### src/rtl/pipe_hazard_ctrl.sv
// +--------------------------------------------------------------------------+
// | pipe_hazard_ctrl: freeze/flush sequencer for the 5-stage pipeline with    |
// | memory-wait watchdog. Optional perf counters under PIPE_PERF_CNT_EN.      |
// | Revision: 1.0                                                             |
// +--------------------------------------------------------------------------+
`default_nettype none

module pipe_hazard_ctrl #(
  parameter int MEM_TIMEOUT = 64,
  parameter int CNT_W       = 32
) (
  input  logic             clk,
  input  logic             rst,
  input  logic             hazard,
  input  logic             branch_taken,
  input  logic             mem_req,
  input  logic             mem_ready,
  output logic             pc_freeze,
  output logic             if_freeze,
  output logic             if_flush,
  output logic             id_flush,
  output logic             be_freeze,
  output logic             mem_err,
  output logic [CNT_W-1:0] stall_cnt,
  output logic [CNT_W-1:0] flush_cnt
);

  typedef enum logic [1:0] {
    RUN      = 2'd0,
    MEM_WAIT = 2'd1,
    ERROR    = 2'd2
  } state_t;

  localparam logic [CNT_W-1:0] c_WDOG_LAST = CNT_W'(MEM_TIMEOUT - 1);

  state_t           r_state;
  state_t           w_state_nxt;
  logic             r_pend_flush;
  logic [CNT_W-1:0] r_wdog;
  logic             w_mem_stall;
  logic             w_flush_eff;
  logic             w_error;

  assign w_error     = (r_state == ERROR);
  assign w_mem_stall = ((r_state == MEM_WAIT) |
                        ((r_state == RUN) & mem_req & ~mem_ready)) & ~mem_ready;
  assign w_flush_eff = branch_taken | r_pend_flush;
  assign mem_err     = w_error;

  always_ff @(posedge clk) begin
    if (rst) begin
      r_state      <= RUN;
      r_pend_flush <= 1'b0;
      r_wdog       <= '0;
    end else begin
      r_state <= w_state_nxt;
      // A branch resolved while stalled is remembered until the pipe can move.
      if (w_mem_stall && branch_taken)
        r_pend_flush <= 1'b1;
      else if (!w_mem_stall && !w_error)
        r_pend_flush <= 1'b0;
      if (r_state == RUN)
        r_wdog <= '0;
      else if (r_state == MEM_WAIT && r_wdog != '1)
        r_wdog <= r_wdog + 1'b1;
    end
  end

  always_comb begin
    w_state_nxt = r_state;
    case (r_state)
      RUN:      if (mem_req && !mem_ready) w_state_nxt = MEM_WAIT;
      MEM_WAIT: begin
        if (mem_ready)
          w_state_nxt = RUN;
        else if (r_wdog == c_WDOG_LAST)
          w_state_nxt = ERROR;
      end
      ERROR:    w_state_nxt = ERROR;
      default:  w_state_nxt = RUN;
    endcase
  end

  // Priority: memory stall / error, then flush, then ID hazard bubble.
  always_comb begin
    pc_freeze = 1'b0;
    if_freeze = 1'b0;
    if_flush  = 1'b0;
    id_flush  = 1'b0;
    be_freeze = 1'b0;
    if (w_mem_stall || w_error) begin
      pc_freeze = 1'b1;
      if_freeze = 1'b1;
      be_freeze = 1'b1;
    end else if (w_flush_eff) begin
      if_flush = 1'b1;
      id_flush = 1'b1;
    end else if (hazard) begin
      pc_freeze = 1'b1;
      if_freeze = 1'b1;
      id_flush  = 1'b1;
    end
  end

`ifdef PIPE_PERF_CNT_EN
  logic [CNT_W-1:0] r_stall_cnt;
  logic [CNT_W-1:0] r_flush_cnt;

  always_ff @(posedge clk) begin
    if (rst) begin
      r_stall_cnt <= '0;
      r_flush_cnt <= '0;
    end else begin
      if (pc_freeze && r_stall_cnt != '1) r_stall_cnt <= r_stall_cnt + 1'b1;
      if (if_flush && r_flush_cnt != '1)  r_flush_cnt <= r_flush_cnt + 1'b1;
    end
  end

  assign stall_cnt = r_stall_cnt;
  assign flush_cnt = r_flush_cnt;
`else
  assign stall_cnt = '0;
  assign flush_cnt = '0;
`endif

endmodule

`default_nettype wire

### config.mk
export PLATFORM = sky130hd
export DESIGN_NAME = pipe_hazard_ctrl
export DESIGN_NICKNAME = d
export VERILOG_FILES = /design/src/rtl/pipe_hazard_ctrl.sv
export SDC_FILE = /design/constraint.sdc
export NUM_CORES = 1
export LEC_CHECK = 0
export CORE_MARGIN = 2
export CORE_UTILIZATION = 30
export CTS_CLUSTER_SIZE = 8
export DETAILED_ROUTE_END_ITERATION = 6
export GPL_TIMING_DRIVEN = 0
export PLACE_DENSITY = 0.62
export SYNTH_ARGS = -nofsm -noshare
export SYNTH_HDL_FRONTEND = slang
export SYNTH_SLANG_ARGS = --single-unit
### constraint.sdc
create_clock -name clk -period 3 [get_ports clk]
set_input_delay 0.45 -clock clk [delete_from_list [all_inputs] [get_ports clk]]
set_output_delay 0.45 -clock clk [all_outputs]
set_load 0.02 [all_outputs]
==> flow_summary.toml <==
[run_status]
status = "completed"

[place]
post-dp-hpwl_um = 4260
place_congestion = 0.880
numPortBuffers = 11
dp_worst_setup_slack_ns = 0.341

[yosys]
synth_edf_count = 0
synth_top_cell_by_area = "dfxtp_1"
yosysWarnings = 0
synth.yosys.seq_area_share_pct = 28.1
synth_cell_types = 44
syn-cell-area_um2 = 2490
ys.flop_type = "dfxtp_1"
avgSynthCellArea_um2 = 8.26
synthArstFlopShare_pct = 0
synth_area_leaders = "dfxtp_1, buf_4, nor2_1, xnor2_1, a21oi_1"
syn_inst = 302
synth-seq-cells = 35
synth_top_area_share_pct = 28.1

[critical_path]
worstRegToRegCells = 5
cp_slowest_cell = "clkdlybuf4s50_1"
critPathMostFrequentCell = "clkdlybuf4s50_1"
startpoint = "mem_req"
critPathArrivalTime_ns = 2.21
cp.required_ns = 2.55
timing.rr.start = "r_wdog[4]"
r2r-end = "r_wdog[6]"
crit_fanout = 4
endpoint = "pc_freeze"
cpPeakStageDelay_ns = 0.52
crit_path_start_kind = "input port"
critical_path_class = "input port to output pin"
crit_chain = "clkdlybuf4s50_1 -> o21ai_0 -> nand2b_1 -> a21o_1 -> buf_4 -> clkdlybuf4s50_1"
end_kind = "output pin"
r2r_slack_ns = 0.80

[floorplan]
die_y_um = 95.2
die_area_um2 = 9060
fp.coreArea_um2 = 8130
num_rows = 33
die_w_um = 95.2
io_pins = 76
start_util_pct = 30.7

[cells_and_area]
drive_above_1_share_pct = 24.7
final_cell_mix = "buf_4, conb_1, nor2_1, dfxtp_1, nand2_1"
area.growth.synth_to_final_pct = 23.2
antenna_cells = 0
nets = 390
final_common_cell = "buf_4"

[clock_tree]
numCtsBuffers = 5
clock-sinks = 35
postCtsResizedCells = 0
clk_pin_slew_ns = 0.07
htreeDepth = 2
cts_tree = "done"
postCtsSetupRepairBufs = 0
cts_hold_buf = 0
cts_buffer_depth = 2
ctsRootBufferMaster = "clkbuf_8"
clk_latency_ns = 0.29

[global_routing]
grt_usage_pct = 12.3
grt_overflow = 0
grt_pass1_vias = 1755
antenna_found_initial = 0
grt_pass1_wl_um = 8770
grt_max_degree = 11

[timing]
fin_tns_setup_ns = 0
period_share_pct = 88.7
skew_ns = 0.00746
rsz0062_at_grt = "false"
final.min_clock_period_ns = 2.66
final_max_slew_viol_count = 0
tightest_slew_ns = 1.12
fmaxAchievable_ghz = 0.376
worst_slack_ns = 0.338
hold_viol = 0
setup_viol = 0
slew_headroom_pct = 24.9

[power]
power_frac_seq_pct = 45.2
ir_worst_vdd_uv = 190
power_frac_clock_pct = 37.0
p_comb_share_pct = 17.8
p_int_w = 0.000753
p_switching_w = 0.000281
leakage_nw = 1.38
p_sw_share_pct = 27.2
p_per_area_nw_per_um2 = 337

[drt]
routed_wl_um = 5470
drt_first_pass_iters = 4
num_vias = 2125
routed_via_density = 4.35
drc = 0
drtAntennaViolNets = 0
drt-wirelength-per-cell_um = 11.2
first_iter_violations = 190

[worst_hold_path]
timing.hold.worst.class = "flop to flop"

[job]
maxCapViolCount = 0
[per-stage QoR]
stage,area [µm²],utilization [%],instances,power (W),hold WS (ns)
2_1_floorplan,2730,-,365,0.000635,0.450
3_3_place_gp,2970,36.5,481,0.000659,0.475
3_5_place_dp,2970,36.5,481,0.000659,0.475
4_1_cts,3070,37.8,489,0.00104,0.490
5_1_grt,3070,37.8,489,0.00108,0.519
6_report,3070,37.8,489,0.00103,0.485
[metal layers]
layer | routed length (µm) | GRT usage (%)
met1 | 2510 | 17.1
met3 | 348 | 2.13
met5 | 0 | 0
met4 | 73 | 2.54
met2 | 2540 | 20.0
[cells by family (layout without fill, tap and decap cells)]
family | count (synthesis) | count (layout) | share of synthesized area [%]
other | 1 | 64 | 0.150
AND/OR/NAND/NOR | 120 | 120 | 27.7
XOR/XNOR | 13 | 13 | 4.57
adder cells (fa/ha/maj) | 1 | 1 | 0.502
multiplexers | 4 | 4 | 1.61
AO/OA/AOI/OAI | 48 | 48 | 15.2
buffers and inverters | 80 | 99 | 22.1
flip-flops | 35 | 35 | 28.1
[flip-flops by register name, summed over array words and instances (netlist names)]
register,flops
r_state,2
r_pend_flush,1
r_wdog,32
[worst min path at each step]
stage	endpoint	start	slack, ns	cells after the start
after floorplan	r_pend_flush	r_pend_flush	0.45	2
after global placement	r_pend_flush	r_pend_flush	0.48	2
after detailed placement	r_pend_flush	r_pend_flush	0.47	2
after CTS	r_pend_flush	r_pend_flush	0.49	2
after global routing	r_pend_flush	r_pend_flush	0.52	2
final	r_pend_flush	r_pend_flush	0.48	2
[synth_stat cells (4+ instances only)]
master and number:
inv_1 7, nand2_1 18, dfxtp_1 35, a21oi_1 15
nand4_1 12, nor4_1 7, mux2i_1 4, nor2_1 36
and3_1 7, clkbuf_1 4, nand3_1 9, a31oi_1 5
a211oi_1 5, or4_1 5, buf_4 66, a31o_1 4
xnor2_1 13, a41o_1 4
[critical path: cells and delay by family]
family	cells	cell delay, ns
and+or+nand+nor	1	0.18
AOI/OAI and AO/OA	2	0.54
buffers and inverters	3	1.04
[power by group through the flow]
| stage | Clock, W | Combinational (W) | Sequential [W] |
|---|---|---|---|
| 2_1_floorplan | 0 | 0.000157 | 0.000477 |
| 3_3_place_gp | 0 | 0.000181 | 0.000478 |
| 3_5_place_dp | 0 | 0.000182 | 0.000478 |
| 4_1_cts | 0.000391 | 0.000182 | 0.000467 |
| 5_1_grt | 0.000415 | 0.000201 | 0.000467 |
| 6_report | 0.000383 | 0.000184 | 0.000467 |
[final cells by class]
cell class	instances	area [µm²]
multi-input combinational	250	1480
clock buffer	8	100
inverter	7	26.3
tap	105	131
sequential	35	701
timing repair buffer	11	110
fill	860	5060
buffer	73	526
(Power assumes the default switching activity.)
==> patch (config.mk and constraints unchanged) <==
The parameter `CNT_W` goes from 32 to 16.
--- a/src/rtl/pipe_hazard_ctrl.sv
+++ b/src/rtl/pipe_hazard_ctrl.sv
@@ -8,5 +8,5 @@
 module pipe_hazard_ctrl #(
   parameter int MEM_TIMEOUT = 64,
-  parameter int CNT_W       = 32
+  parameter int CNT_W       = 16
 ) (
   input  logic             clk,
Ports: changed (resized flush_cnt and stall_cnt); port bits go from 76 to 44. No check against the original RTL was run, so the function may have changed too.
==> patch against the unedited design <==
- critical path depth unchanged
- total power decreased by 45%
- fmax increased by 2.8%
- area after synthesis decreased by 47%
- final area decreased by 46%
- global-route usage decreased by 1.7 points
- wire length decreased by 52%
- via count decreased by 44%
- sequential cell count decreased by 16
- worst setup slack improved by 73 ps
- die area decreased by 46%
- hold slack improved by 21 ps
- largest power group unchanged
- highest routed layer unchanged
==> patch: results (changes against the unedited design) <==
Outcome
  • Status: completed (unchanged)

Power and ir drop
  • Flop pwr share: 0.446 (was 0.452)
  • Int Pwr: 0.406 mW (was 0.753 mW)
  • P_leak: 0.705 nW (was 1.38 nW)
  • Clk power: 0.185 mW (was 0.383 mW)
  • Worst vdd ir: 0.176 mV (was 0.190 mV)
  • Switch share: 0.289 (was 0.272)

Global routing
  • GR Layer Usage met2: 0.158 (was 0.200)
  • Vias in the first global route: 873 (was 1755)
  • Largest net degree at the start of global routing: 12 (was 11)
  • First-pass GRT wire length: 4130 microns (was 8770 microns)
  • GRT Util Overall: 0.106 (was 0.123)
  • Met1 Use GR: 0.138 (was 0.171)

CTS
  • CTS buffer count: 3 (was 5)
  • Worst-Skew Late Latency: 260 ps (was 290 ps)

Synth
  • Synth cell count leaders: buf_4, dfxtp_1, a21oi_1, nor2_1, nor3_1 (was buf_4, nor2_1, dfxtp_1)
  • Synth Instances: 161 (was 302)
  • Synth area leaders: dfxtp_1, buf_4, a21oi_1 (was dfxtp_1, buf_4, nor2_1)
  • Seq/Total Area, Yosys: 0.290 (was 0.281)

Setup path
  • Flop-to-flop setup slack: 1200 ps (was 800 ps)
  • Crit Reg-Reg Endpoint: r_wdog[14] (was r_wdog[6])
  • Worst Path Arrival: 2140 ps (was 2210 ps)
  • Critical Path Source: mem_ready (was mem_req)

Routing
  • Via count: 1187 (was 2125)
  • Total Wirelength: 2610 microns (was 5470 microns)
  • Vias/cell: 4.58 (was 4.35)
  • WL met2: 1130 microns (was 2540 microns)
  • DR iter-0 viols: 45 (was 190)
  • DRT met1 WL: 1260 microns (was 2510 microns)
  • Metal3 WL: 169 microns (was 348 microns)

Placed design
  • Placed inst area: 1600 sq um (was 2970 sq um)
  • GPL Wtd Cong: 0.837 (was 0.880)
  • Setup WS pre-CTS: 403 ps (was 341 ps)
  • Dpl hpwl: 2000 microns (was 4260 microns)

STA
  • Hold slack final: 506 ps (was 485 ps)
  • Worst Max-Slew Pin Slew: 664 ps (was 1120 ps)
  • Min Tclk post-route: 2590 ps (was 2660 ps)
  • Setup Skew: 4.57 ps (was 7.46 ps)

Min path
  • Min-delay src: r_wdog[0] (was r_pend_flush)
  • Hold endpoint: r_wdog[0] (was r_pend_flush)

Cells and area
  • Final-stage net count: 215 (was 390)
  • Filler Cells Inserted: 450 (was 860)
  • Share of cells above drive strength 1: 0.227 (was 0.247)
[patch: cell count changes in the layout (fill, tap and decap cells not counted), sizes merged, moves of 5 or more]
cell,change
a31o,-6
a211oi,-5
buf,-33
nand4,-10
dfxtp,-16
nor3,+5
clkbuf,-7
a21oi,-7
nor4,-5
nand2,-12
conb,-32
nor2,-26
and3,-7
xnor2,-13
[patch: cell families (layout without fill, tap and decap cells)]
logic type,count (synthesis),in the layout,share of synthesized area
buf+inv,41,56,0.220
simple gates,68,68,0.320
other cells,1,32,0.00286
compound gates,30,30,0.150
mux,1,1,0.00764
flops,19,19,0.290
fa+ha+maj,1,1,0.00955
[patch: layout make-up]
type / instances / area [sq um] / area share
plain buffers: 38 / 277 / 0.168
clock buffers: 3 / 41.3 / 0.0251
clock inverters: 1 / 5.00 / 0.00304
inverters: 3 / 11.3 / 0.00683
multi-input cells: 132 / 758 / 0.460
flip-flops and latches: 19 / 380 / 0.231
well taps: 52 / 65.1 / 0.0395
repair buffers: 11 / 110 / 0.0668
